**src/rtl/imem_arbiter.sv**
```systemverilog
// imem_arbiter
//   Shares one 256x24 synchronous instruction memory between N_CORES fetch
//   requesters and an external program loader. A mode FSM decides who owns
//   the memory: nobody (IDLE, cores held), the loader (LOAD), or the cores
//   through a round-robin arbiter (RUN). Read data comes back one cycle after
//   a transfer and is broadcast; core_rvalid marks the owner.
//
//   Optional build macro: IMEM_ARB_PERF_EN adds grant_count / stall_count.
//
// Ports
//   clk, reset           clock, asynchronous active-high reset
//   core_req/core_addr   per-core fetch request and address (core i at [i*ADDR_W +: ADDR_W])
//   core_gnt             one-hot grant, combinational, RUN only
//   core_rvalid          one-hot, registered, the cycle after a transfer
//   core_rdata           broadcast read data (mem_data_out passthrough)
//   cores_hold           high in IDLE/LOAD
//   load_start/load_done loader session control pulses
//   load_wr/addr/data    loader write port (effective in LOAD only)
//   load_count           words written since last load_start, saturating
//   mem_*                memory address / write enable / write data / read data
//   grant_count          (IMEM_ARB_PERF_EN) RUN transfers, saturating
//   stall_count          (IMEM_ARB_PERF_EN) RUN cycles with a waiting requester
//
// state | meaning
// ------+---------------------------------------------
// IDLE  | after reset; cores held, memory untouched
// LOAD  | loader owns memory; cores held, no grants
// RUN   | cores fetch under round-robin arbitration

module imem_arbiter #(
    parameter int N_CORES = 4,
    parameter int ADDR_W  = 8,
    parameter int DATA_W  = 24
) (
    input  logic                        clk,
    input  logic                        reset,
    input  logic [N_CORES-1:0]          core_req,
    input  logic [N_CORES*ADDR_W-1:0]   core_addr,
    output logic [N_CORES-1:0]          core_gnt,
    output logic [N_CORES-1:0]          core_rvalid,
    output logic [DATA_W-1:0]           core_rdata,
    output logic                        cores_hold,
    input  logic                        load_start,
    input  logic                        load_wr,
    input  logic [ADDR_W-1:0]           load_addr,
    input  logic [DATA_W-1:0]           load_data,
    input  logic                        load_done,
    output logic [ADDR_W:0]             load_count,
    output logic [ADDR_W-1:0]           mem_address,
    output logic                        mem_write_enable,
    output logic [DATA_W-1:0]           mem_data_in,
    input  logic [DATA_W-1:0]           mem_data_out
`ifdef IMEM_ARB_PERF_EN
    ,
    output logic [15:0]                 grant_count,
    output logic [15:0]                 stall_count
`endif
);

    localparam int PTR_W = (N_CORES > 1) ? $clog2(N_CORES) : 1;
    localparam logic [ADDR_W:0]  COUNT_MAX = {1'b1, {ADDR_W{1'b0}}};
    localparam logic [N_CORES-1:0] ONE = {{(N_CORES-1){1'b0}}, 1'b1};

    typedef enum logic [1:0] {
        ST_IDLE = 2'd0,
        ST_LOAD = 2'd1,
        ST_RUN  = 2'd2
    } state_t;

    state_t             state;
    logic [PTR_W-1:0]   rr_ptr;
    logic [PTR_W-1:0]   winner;
    logic [PTR_W-1:0]   next_ptr;
    logic               found;
    logic               transfer;
    logic [N_CORES-1:0] winner_oh;
    logic [ADDR_W-1:0]  addr_arr [N_CORES];

    // (base + offs) mod N_CORES, offs < N_CORES
    function automatic logic [PTR_W-1:0] wrap_idx(input logic [PTR_W-1:0] base, input int offs);
        int sum;
        sum = int'(base) + offs;
        if (sum >= N_CORES) sum = sum - N_CORES;
        return PTR_W'(sum);
    endfunction

    always_comb begin
        for (int i = 0; i < N_CORES; i++) begin
            addr_arr[i] = core_addr[i*ADDR_W +: ADDR_W];
        end
    end

    // Search upward from rr_ptr; with no request winner stays at rr_ptr so the
    // idle address output is core_addr[rr_ptr].
    always_comb begin
        found  = 1'b0;
        winner = rr_ptr;
        for (int k = 0; k < N_CORES; k++) begin
            if (!found && core_req[wrap_idx(rr_ptr, k)]) begin
                found  = 1'b1;
                winner = wrap_idx(rr_ptr, k);
            end
        end
    end

    assign transfer  = (state == ST_RUN) && !reset && found;
    assign winner_oh = ONE << winner;
    assign next_ptr  = (winner == PTR_W'(N_CORES - 1)) ? '0 : winner + 1'b1;
    assign core_rdata = mem_data_out;

    always_comb begin
        core_gnt         = '0;
        mem_address      = load_addr;
        mem_data_in      = load_data;
        mem_write_enable = 1'b0;
        if (state == ST_RUN) begin
            mem_address = addr_arr[winner];
            if (transfer) core_gnt = winner_oh;
        end else if (state == ST_LOAD && !reset) begin
            mem_write_enable = load_wr;
        end
    end

    // A transfer on the edge that leaves RUN still completes: rr_ptr and
    // core_rvalid update regardless of the state change.
    always_ff @(posedge clk or posedge reset) begin
        if (reset) begin
            state       <= ST_IDLE;
            rr_ptr      <= '0;
            load_count  <= '0;
            core_rvalid <= '0;
            cores_hold  <= 1'b1;
        end else begin
            core_rvalid <= transfer ? winner_oh : '0;
            if (transfer) rr_ptr <= next_ptr;

            case (state)
                ST_IDLE: begin
                    if (load_start) begin
                        state      <= ST_LOAD;
                        load_count <= '0;
                    end
                end
                ST_LOAD: begin
                    // load_start outranks load_done and any same-cycle write
                    if (load_start) begin
                        load_count <= '0;
                    end else begin
                        if (load_wr && load_count != COUNT_MAX) begin
                            load_count <= load_count + 1'b1;
                        end
                        if (load_done) begin
                            state      <= ST_RUN;
                            cores_hold <= 1'b0;
                        end
                    end
                end
                ST_RUN: begin
                    if (load_start) begin
                        state      <= ST_LOAD;
                        load_count <= '0;
                        cores_hold <= 1'b1;
                    end
                end
                default: begin
                    state      <= ST_IDLE;
                    cores_hold <= 1'b1;
                end
            endcase
        end
    end

`ifdef IMEM_ARB_PERF_EN
    logic stall;

    assign stall = (state == ST_RUN) && !reset && (|(core_req & ~core_gnt));

    always_ff @(posedge clk or posedge reset) begin
        if (reset) begin
            grant_count <= '0;
            stall_count <= '0;
        end else if (load_start) begin
            grant_count <= '0;
            stall_count <= '0;
        end else begin
            if (transfer && grant_count != 16'hFFFF) grant_count <= grant_count + 1'b1;
            if (stall && stall_count != 16'hFFFF) stall_count <= stall_count + 1'b1;
        end
    end
`endif

endmodule

```
**config.mk**
```make
export PLATFORM = sky130hd
export DESIGN_NAME = imem_arbiter
export DESIGN_NICKNAME = d
export VERILOG_FILES = /design/src/rtl/imem_arbiter.sv
export SDC_FILE = /design/constraint.sdc
export NUM_CORES = 1
export LEC_CHECK = 0
export CAP_MARGIN = 20
export CORE_UTILIZATION = 31
export DETAILED_ROUTE_END_ITERATION = 6
export PLACE_DENSITY = 0.83
export SYNTH_ARGS = -nofsm -noshare
export SYNTH_HDL_FRONTEND = slang
export SYNTH_SLANG_ARGS = --single-unit
```
**constraint.sdc**
```tcl
create_clock -name clk -period 3.15 [get_ports clk]
set_clock_uncertainty 0.15 [all_clocks]
set_input_delay 0.315 -clock clk [delete_from_list [all_inputs] [get_ports clk]]
set_output_delay 0.315 -clock clk [all_outputs]
set_load 0.005 [all_outputs]
```
== After elaboration in Yosys (flattened, before gate mapping) ==
Cells that the tools add are included.
Widths: inputs -> output; s select.
Word-level totals
  register bits after elaboration: 18
  output and inout bits: 75
  logic and storage cells: 93
  input bits: 97
Cells by class
  equality and inequality tests: 9
  shift-type cells: 1
  bitwise logic cells: 2
  add/subtract/negate cells: 9
  muxes and demuxes: 41
  order comparisons: 9
  reduce and logical (&&, ||, !) cells: 17
Operators with widths (number)
  $mux 9: 3
  $mux 2: 12
  $mux 8: 3
  $pmux 9 s2: 1
  $bmux 8 s2: 1
  $mux 1: 13
  $ge 3x3->1 const B: 4
  $lt 2x3->1 const B: 4
  $add 9x1->9 const B: 1
  $ne 9x9->1 const B: 1
  $bmux 1 s2: 4
  $mux 4: 2
  $sub 2x1->2 const B: 4
  $logic_and 1x1->1: 7
  $add 2x2->3 const B: 2
  $ne 2x2->1 const B: 3
  $reduce_and 3->1: 2
  $eq 2x2->1 const B: 2
  $logic_not 1->1: 4
  $pmux 2 s2: 1
  $reduce_and 4->1: 1
  $shl 1x2->4 const A: 1
  $add 2x1->3 const B: 1
  $ge 2x3->1 const B: 1
  10 further kinds: 10

== Depth between registers and ports, before layout ==
Gate-level depths: netlist of run 1.
  depth in word-level cells: 19
  gate-level depth with buffers: 8
  gate-level depth less buffers: 7

== Least setup slack after synthesis of run 1 ==
Ideal clock, no wire load.
  path type: reg-to-output
  from: register rr_ptr[1]
  to: output mem_address[0]
  arrival: 1.908 ns
  path buffers: 1
  slack: 0.777 ns
  cell stages (with the launch flop): 7
  required time: 2.685 ns
  cells stage by stage: dfrtp_1 -> nor2b_4 -> a2111o_2 -> nand2_4 -> buf_12 -> mux2_4 -> a221o_1
Between the ends
  cells in the longest elaborated chain, start to end: 19
  elaborated cells on any way between the ends: 41
  those cells by class: add/sub (7); order compare (4); mux (23); bitwise (1); reduce/logical (6)
RTL lines
  start, declared: RTL line 71  | logic [PTR_W-1:0] rr_ptr;
  start signal, assigned: RTL line 135  | if (transfer) rr_ptr <= next_ptr;
  branches (longest 13 deep; another with $add 2x1->3)
  $mux 2 *: RTL line 99  | if (!found && core_req[wrap_idx(rr_ptr, k)]) begin
  $not 2->3 (not written as such) *: RTL line 117  | mem_address = addr_arr[winner];
  $bmux 8 s2 *: RTL line 117
  $mux 8 (not written as such) * (2 in a row): RTL line 117
  $mux 8 *: RTL line 116  | if (state == ST_RUN) begin
  end, declared: RTL line 49  | output logic [ADDR_W-1:0] mem_address,
Every way passes the cells marked *. The select of a mux whose other input is x is not followed.

== Final worst setup path of run 1 ==
  from: register rr_ptr[1]
  to: output mem_address[5]
The elaborated chain is that of the path after synthesis.

==> results.cfg, run 1 <==
[yosys]
avgSynthCellArea_um2 = 8.57
ys_types = 41
synth-seq-area-share_pct = 25.2
netlist_instances = 209
syn_nets = 309
ys.warnings.count = 0
ys_async_sr_fraction_pct = 100
dominantRegCellSynth = dfrtp_1
ys_ff_latch = 18
syn_area_um2 = 1790
synth_edf_count = 0

[grt]
grt_pass1_vias = 1658
grt_pass1_wl_um = 8180
antenna_found_initial = 0
grt_overflow = 0
grt_max_degree = 19
groute.usage.overall_pct = 17.1

[setup_path]
reg2reg_to = load_count[5]
arrival_ns = 2.61
path_max_fanout = 5
r2r_setup_slack_ns = 0.76
endpoint = mem_address[5]
worst-setup-path-type = reg2out
rr_worst_depth = 7
r2r_start = load_count[0]
cp-end-kind = output pin
startpoint = rr_ptr[1]
critPathLaunchType = flop
crit_required_ns = 2.68

[cells_and_area]
mostFrequentLayoutCells = clkdlybuf4s50_1, dfrtp_1, a21oi_1
nets = 350
area_growth_pct = 35.0
fill_cells = 550
antenna_cells = 0
final_common_cell = clkdlybuf4s50_1
drive_above_1_share_pct = 15.3

[routing]
dr.pass1.iters = 4
vias_per_cell = 5.24
avgRoutedWirePerCell_um = 16.8
via_count = 1681
drc = 0
drtAntennaViolNets = 0
wl_um = 5400
drt_iter0_drc = 121

[timing]
tns_ns = 0
finalHoldViolations = 0
min_period_over_period_pct = 97.8
relSlewSlack_pct = 45.3
hold_slack_ns = 0.391
slew_violations = 0
clock.fmax_mhz = 325
rsz0062_at_grt = false
worst_pin_slew_ns = 0.816
min_period_ns = 3.08
setup_violations = 0
fin_ws_ns = 0.0702

[clock_tree]
tritoncts = done
hold_buffers = 0
numClockSinks = 18
ctsHtreeMaxLevel = 1
cts-root-buf = clkbuf_8
cts_buffers = 3
clockBufferDepth = 2
clk_pin_slew_ns = 0.07
clkLatencyLatePin_ns = 0.25

[power_and_ir_drop]
internal_power_mw = 0.643
p_clk_share_pct = 19.2
p_seq_share_pct = 29.6
powerDensity_nw_per_um2 = 406
combinationalPowerShare_pct = 51.2
switching_power_mw = 0.339
total_power_mw = 0.982
p_leak_nw = 0.994
peakVddDrop_mv = 0.195
p_sw_share_pct = 34.5

[status]
outcome = finished, final reports clean

[placement]
gp_congestion = 0.905
port_buffers = 75
pre_cts_slack_ns = -0.0815
dp_hpwl_um = 4350

[floorplan]
dieArea_um2 = 6090
die_w_um = 78.0
start_util_pct = 32.3
fp-row-count = 27
dieHeight_um = 78.0
io_pins = 172
coreArea_um2 = 5540

[flow_run]
max_cap_violations = 0

[hold_path]
whs_path_depth = 2
hold_class = reg2reg
==> stage by stage <==
step | instances | area, um^2 | util, %
2_1_floorplan | 209 | 1790 | -
3_3_place_gp | 313 | 2300 | 41.6
3_5_place_dp | 313 | 2300 | 41.6
4_1_cts | 317 | 2370 | 42.8
5_1_grt | 321 | 2420 | 43.7
6_report | 321 | 2420 | 43.7
==> power groups by stage <==
stage | sequential (mW) | clock (mW) | combinational [mW]
5_1_grt | 0.294 | 0.199 | 0.551
3_3_place_gp | 0.295 | 0 | 0.431
6_report | 0.291 | 0.188 | 0.502
2_1_floorplan | 0.284 | 0 | 0.340
3_5_place_dp | 0.293 | 0 | 0.447
4_1_cts | 0.293 | 0.192 | 0.459
==> layout make-up <==
cell class	instances	area (um^2)	area share, %
Tap cell	72	90.1	3.72
Clock buffer	4	55.1	2.28
Timing Repair Buffer	89	862	35.6
Inverter	6	22.5	0.931
Multi-Input combinational cell	132	936	38.7
Sequential cell	18	453	18.7
==> kinds of logic (layout without fill, tap and decap cells) <==
kind of cell,count (synthesis),after routing,share of synthesized area (%)
AO/OA/AOI/OAI,60,60,22.8
buffers and inverters,60,99,24.2
AND/OR/NAND/NOR,59,60,19.0
flip-flops,18,18,25.2
multiplexers,9,9,6.70
adder cells (fa/ha/maj),3,3,2.10
==> registers in the layout (all words and copies together) (netlist names) <==
| name | flops |
|---|---|
| state | 2 |
| cores_hold | 1 |
| core_rvalid | 4 |
| rr_ptr | 2 |
| load_count | 9 |
==> synthesized netlist by cell type (4+ instances only) <==
| cell | n | share of area, % |
|---|---|---|
| nand2b_1 | 6 | 2.1 |
| buf_4 | 49 | 21 |
| a221o_1 | 8 | 4.5 |
| o31ai_1 | 4 | 1.7 |
| o21ai_1 | 7 | 2.0 |
| mux2_4 | 5 | 4.2 |
| nand3_1 | 10 | 2.8 |
| nor2_1 | 10 | 2.1 |
| nand2_1 | 11 | 2.3 |
| mux2_1 | 4 | 2.5 |
| inv_1 | 5 | 1.0 |
| o21ai_0 | 14 | 3.9 |
| dfrtp_1 | 17 | 24 |
| a21oi_1 | 15 | 4.2 |
==> repair_timing <==
action                                  in CTS  in global routing
pin swaps                                    1                  0
setup buffers                                0                  3
gates resized for setup                      4                  5
endpoints found under the setup margin       8                  8
gates cloned                                 0                  1
==> layer usage <==
metal	track usage [%]	share of wire, %	vias up	wire length, um
met4	6.85	2.0	0	110
met1	18.0	35	774	1900
li1	-	-	788	-
met5	0	0	-	0
met2	31.9	53	110	2890
met3	4.77	9.2	9	499
==> worst max-delay path, stage by stage (launching register included) <==
cell and delay, ns:
dfrtp_2 0.44, nor2b_4 0.14, a2111o_2 0.57, nand2_8 0.12, mux2_1 0.32, a221o_1 0.32
clkdlybuf4s50_1 0.44
==> worst min-delay path by stage <==
| stage | to | from | slack (ns) |
|---|---|---|---|
| 2_1_floorplan | core_rvalid[0] | reset | 0.10 |
| 3_3_place_gp | cores_hold | cores_hold | 0.38 |
| 3_5_place_dp | cores_hold | cores_hold | 0.38 |
| 4_1_cts | cores_hold | cores_hold | 0.39 |
| 5_1_grt | cores_hold | cores_hold | 0.42 |
| 6_report | cores_hold | cores_hold | 0.39 |
Note: power is estimated with default switching activity, not from simulation.
==> inputs of run 2 (changes only) <==
--- a/config.mk
+++ b/config.mk
@@ -6,7 +6,9 @@
 export NUM_CORES = 1
 export LEC_CHECK = 0
 export CAP_MARGIN = 20
+export CORE_MARGIN = 5
 export CORE_UTILIZATION = 31
+export CTS_CLUSTER_SIZE = 25
 export DETAILED_ROUTE_END_ITERATION = 6
 export PLACE_DENSITY = 0.83
 export SYNTH_ARGS = -nofsm -noshare
==> results.cfg, run 2 (synthesis results as in run 1) <==
[setup_path]
cp.buffers_inverters = 1
crit_family = compound AO/OA/AOI/OAI gates
crit_required_ns = 2.68
arrival_ns = 2.60
path_max_fanout = 4
critical_path.max_stage_delay_ns = 0.56
r2r_setup_slack_ns = 0.83
cp-end-kind = output pin
cp_slowest_cell = a2111o_2
startpoint = rr_ptr[1]
r2r_start = load_count[0]
critPathLaunchType = flop
worst-setup-path-type = reg2out
crit_path_cell_trace = nor2b_4 -> a2111o_2 -> nand2_4 -> mux2_4 -> a221o_1 -> clkdlybuf4s50_1

[power_and_ir_drop]
internal_power_mw = 0.663
p_leak_nw = 1.03
powerDensity_nw_per_um2 = 410
total_power_mw = 1.01
p_sw_share_pct = 34.3
combinationalPowerShare_pct = 52.7
peakVddDrop_mv = 0.191
switching_power_mw = 0.347
p_clk_share_pct = 19.0
p_seq_share_pct = 28.4

[floorplan]
dieHeight_um = 86.0
io_pins = 172
fp-row-count = 27
start_util_pct = 32.1
dieArea_um2 = 7400
coreArea_um2 = 5570
die_w_um = 86.0

[cells_and_area]
top_regs = load_count: 9 flops, core_rvalid: 4 flops
final_common_cell = clkdlybuf4s50_1
fill_cells = 576
top_register = load_count
largest_reg_flops = 9
nets = 355
multi_input_area_um2 = 938
area_growth_pct = 37.4
mostFrequentLayoutCells = clkdlybuf4s50_1, buf_4, dfrtp_1
drive_above_1_share_pct = 16.1
antenna_cells = 0
register_area_um2 = 453
fin_area_um2 = 2460

[timing]
setup_violations = 0
min_period_ns = 3.06
hold_slack_ns = 0.393
rsz0062_at_grt = false
finalHoldViolations = 0
worst_pin_slew_ns = 0.768
min_period_over_period_pct = 97.2
relSlewSlack_pct = 48.5
slew_violations = 0
clock.fmax_mhz = 327

[clock_tree]
clkLatencyLatePin_ns = 0.25
tritoncts = done
cts_buffers = 3
ctsHtreeMaxLevel = 1
clockBufferDepth = 2
cts-root-buf = clkbuf_8
clk_pin_slew_ns = 0.07
numClockSinks = 18

[placement]
place_area_um2 = 2320
port_buffers = 75
gp_congestion = 0.803
dp_hpwl_um = 4440

[grt]
antenna_found_initial = 0
grt_max_degree = 19
grt_pass1_wl_um = 8300
grt_overflow = 0
grt_pass1_vias = 1707
groute.usage.overall_pct = 14.2

[flow_run]
max_cap_violations = 0

[routing]
drt_iter0_drc = 45
avgRoutedWirePerCell_um = 16.7
drtAntennaViolNets = 0
dr.pass1.iters = 4
wl_um = 5440
vias_per_cell = 5.21
via_count = 1697
drc = 0

[hold_path]
hold_start = cores_hold
hold_class = reg2reg

[status]
outcome = finished, final reports clean
==> run 2: metrics by stage <==
| step | cells | TNS, ns | setup slack (ns) | utilization (%) |
|---|---|---|---|---|
| final | 326 | 0 | 0.0891 | 44.2 |
| after global routing | 326 | 0 | 0.00852 | 44.2 |
| after CTS | 319 | 0 | 0.0106 | 42.8 |
| after detailed placement | 315 | -0.261 | -0.0635 | 41.6 |
| after global placement | 315 | -0.0602 | -0.0388 | 41.6 |
| after floorplan | 209 | 0 | 0.777 | - |
==> run 2: power groups by stage <==
stage	Sequential, mW	Clock [mW]	Combinational (mW)
3_5_place_dp	0.294	0	0.457
2_1_floorplan	0.284	0	0.340
3_3_place_gp	0.294	0	0.444
4_1_cts	0.294	0.197	0.469
5_1_grt	0.292	0.206	0.584
6_report	0.286	0.191	0.532
==> run 2: metal layers <==
metal,vias to the layer above,wire [um],global-route usage [%]
li1,796,-,-
met1,784,1900,14.5
met2,103,2840,26.7
met3,14,570,4.32
met4,0,128,5.47
met5,-,0,0
==> run 2: worst register-to-register path, stage by stage, from the launching register on <==
cell and delay, ns:
dfrtp_1 0.44, inv_1 0.09, ha_1 0.14, nor4bb_1 0.21
a21oi_1 0.10, o21ai_1 0.61, nand2b_1 0.34, o21ai_0 0.12
==> run 2: final timing paths <==
check                                  to  cells after the start
min                            cores_hold                      2
max reg2reg                 load_count[0]                      7
min in group asynchronous        state[1]                      2
min reg2reg                    cores_hold                      2
max in group asynchronous       rr_ptr[1]                      2
max                        mem_address[2]                      6
==> run 2: area by class of cell <==
| class | instances | area share [%] |
|---|---|---|
| multi-input combinational | 132 | 38.1 |
| inverter | 6 | 0.915 |
| clock buffer | 4 | 2.24 |
| timing repair buffer | 94 | 36.7 |
| tap | 72 | 3.66 |
| sequential | 18 | 18.4 |
==> run 2: what timing repair did <==
| item | in CTS | in global routing |
|---|---|---|
| resized for setup | 4 | 5 |
| pin swaps | 0 | 3 |
| setup endpoints to repair | 7 | 7 |
| cloned | 0 | 1 |
| hold buffers | 0 | 0 |
| buffers inserted | 0 | 6 |
==> inputs of run 3 (changes only) <==
--- a/config.mk
+++ b/config.mk
@@ -6,6 +6,7 @@
 export NUM_CORES = 1
 export LEC_CHECK = 0
 export CAP_MARGIN = 20
+export CORE_ASPECT_RATIO = 1.75
 export CORE_MARGIN = 5
 export CORE_UTILIZATION = 31
 export CTS_CLUSTER_SIZE = 25
==> results.cfg, run 3 (synthesis results as in run 1) <==
[status]
outcome = finished, final reports clean

[cells_and_area]
drive_above_1_share_pct = 16.8
largest_reg_flops = 9
finalNonFillerCells = 332
final_common_cell = clkdlybuf4s50_1
fill_cells = 584
top_register = load_count
nets = 357
area_growth_pct = 38.7
top_regs = load_count: 9 flops, core_rvalid: 4 flops
mostFrequentLayoutCells = clkdlybuf4s50_1, buf_4, dfrtp_1
antenna_cells = 0
register_area_um2 = 453
multi_input_area_um2 = 931

[grt]
groute.usage.overall_pct = 15.0
grt_pass1_wl_um = 8470
grt_overflow = 0
grt_pass1_vias = 1658
antenna_found_initial = 0
grt_max_degree = 19

[timing]
fin_ws_ns = 0.123
setup_violations = 0
relSlewSlack_pct = 52.4
min_period_over_period_pct = 96.1
slew_violations = 0
clock.fmax_mhz = 330
finalHoldViolations = 0
rsz0062_at_grt = false
min_period_ns = 3.03
worst_pin_slew_ns = 0.713

[clock_tree]
cts-root-buf = clkbuf_8
clockBufferDepth = 2
clk_pin_slew_ns = 0.07
ctsHtreeMaxLevel = 1
numClockSinks = 18
clkLatencyLatePin_ns = 0.25
tritoncts = done
cts_buffers = 3

[power_and_ir_drop]
powerDensity_nw_per_um2 = 406
p_leak_nw = 1.09
peakVddDrop_mv = 0.192
total_power_mw = 1.01

[floorplan]
dieArea_um2 = 7460
io_pins = 172
start_util_pct = 32.1
dieHeight_um = 111
die_w_um = 67.5
coreArea_um2 = 5590
fp-row-count = 36

[routing]
drtAntennaViolNets = 0
wl_um = 6100
dr.pass1.iters = 4
drc = 0
via_count = 1720
avgRoutedWirePerCell_um = 18.4
drt_iter0_drc = 113
vias_per_cell = 5.18

[setup_path]
startpoint = rr_ptr[1]
critPathLaunchType = flop
worst-setup-path-type = reg2out
reg2reg_to = rr_ptr[1]
cp-end-kind = output pin
arrival_ns = 2.56
r2r_start = rr_ptr[1]
path_max_fanout = 7
crit_required_ns = 2.68
r2r_setup_slack_ns = 0.84
rr_worst_depth = 7

[hold_path]
hold_start = cores_hold
hold_end = cores_hold
hold_class = reg2reg
whs_path_depth = 2

[placement]
gp_congestion = 0.800
dp_hpwl_um = 5060
pre_cts_slack_ns = -0.108
dp_cells = 321
port_buffers = 75

[flow_run]
max_cap_violations = 0
## run 3: where the power goes
part / leakage [nW] / total [mW] / internal, mW / switching [mW]
combinational: 0.818 / 0.527 / 0.290 / 0.237
sequential: 0.239 / 0.293 / 0.258 / 0.0345
clock: 0.0288 / 0.189 / 0.111 / 0.0780
total: 1.09 / 1.01 / 0.659 / 0.350
## run 3: per-stage QoR
step / hold WS (ns) / util (%) / TNS [ns] / area [um^2]
after floorplan: 0.103 / - / 0 / 1790
after global placement: 0.382 / 41.9 / -0.325 / 2340
after detailed placement: 0.378 / 41.9 / -0.684 / 2340
after CTS: 0.390 / 43.1 / 0 / 2410
after global routing: 0.412 / 44.5 / 0 / 2480
final: 0.389 / 44.5 / 0 / 2480
## run 3: how the worst max path moves through the flow
stage / endpoint / depth (start not counted)
floorplan: mem_address[0] / 6
global placement: mem_address[7] / 7
detailed placement: mem_address[7] / 7
CTS: mem_address[7] / 7
global route: core_gnt[3] / 8
finish: core_gnt[3] / 8
## run 3: area by class of cell
| type | instances | area share [%] |
|---|---|---|
| Multi-Input combinational cell | 132 | 37.5 |
| Timing Repair Buffer | 96 | 37.4 |
| Sequential cell | 18 | 18.2 |
| Tap cell | 76 | 3.83 |
| Clock buffer | 4 | 2.22 |
| Inverter | 6 | 0.906 |
## run 3: timing repair
item                                    CTS  global route
hold buffers                              0             0
endpoints found under the setup margin    8             8
cloned                                    0             1
gates resized for setup                   5             9
buffers inserted                          0             6
pin swaps                                 0             2
## run 3: routing by layer
layer  global-route usage (%)  vias up  part of all wire (%)
met2                     28.5      102                    53
met3                     7.62       32                    15
li1                         -      803                     -
met5                        0        -                     0
met1                     11.3      783                    28
met4                     7.18        0                   4.3
## run 3: critical path: stages (launching register included)
cell             delay, ns
dfrtp_2               0.46
nor2b_4               0.15
a2111o_2              0.57
nand2_4               0.13
buf_4                 0.12
buf_4                 0.11
ha_1                  0.14
and2_1                0.11
clkdlybuf4s50_1       0.51
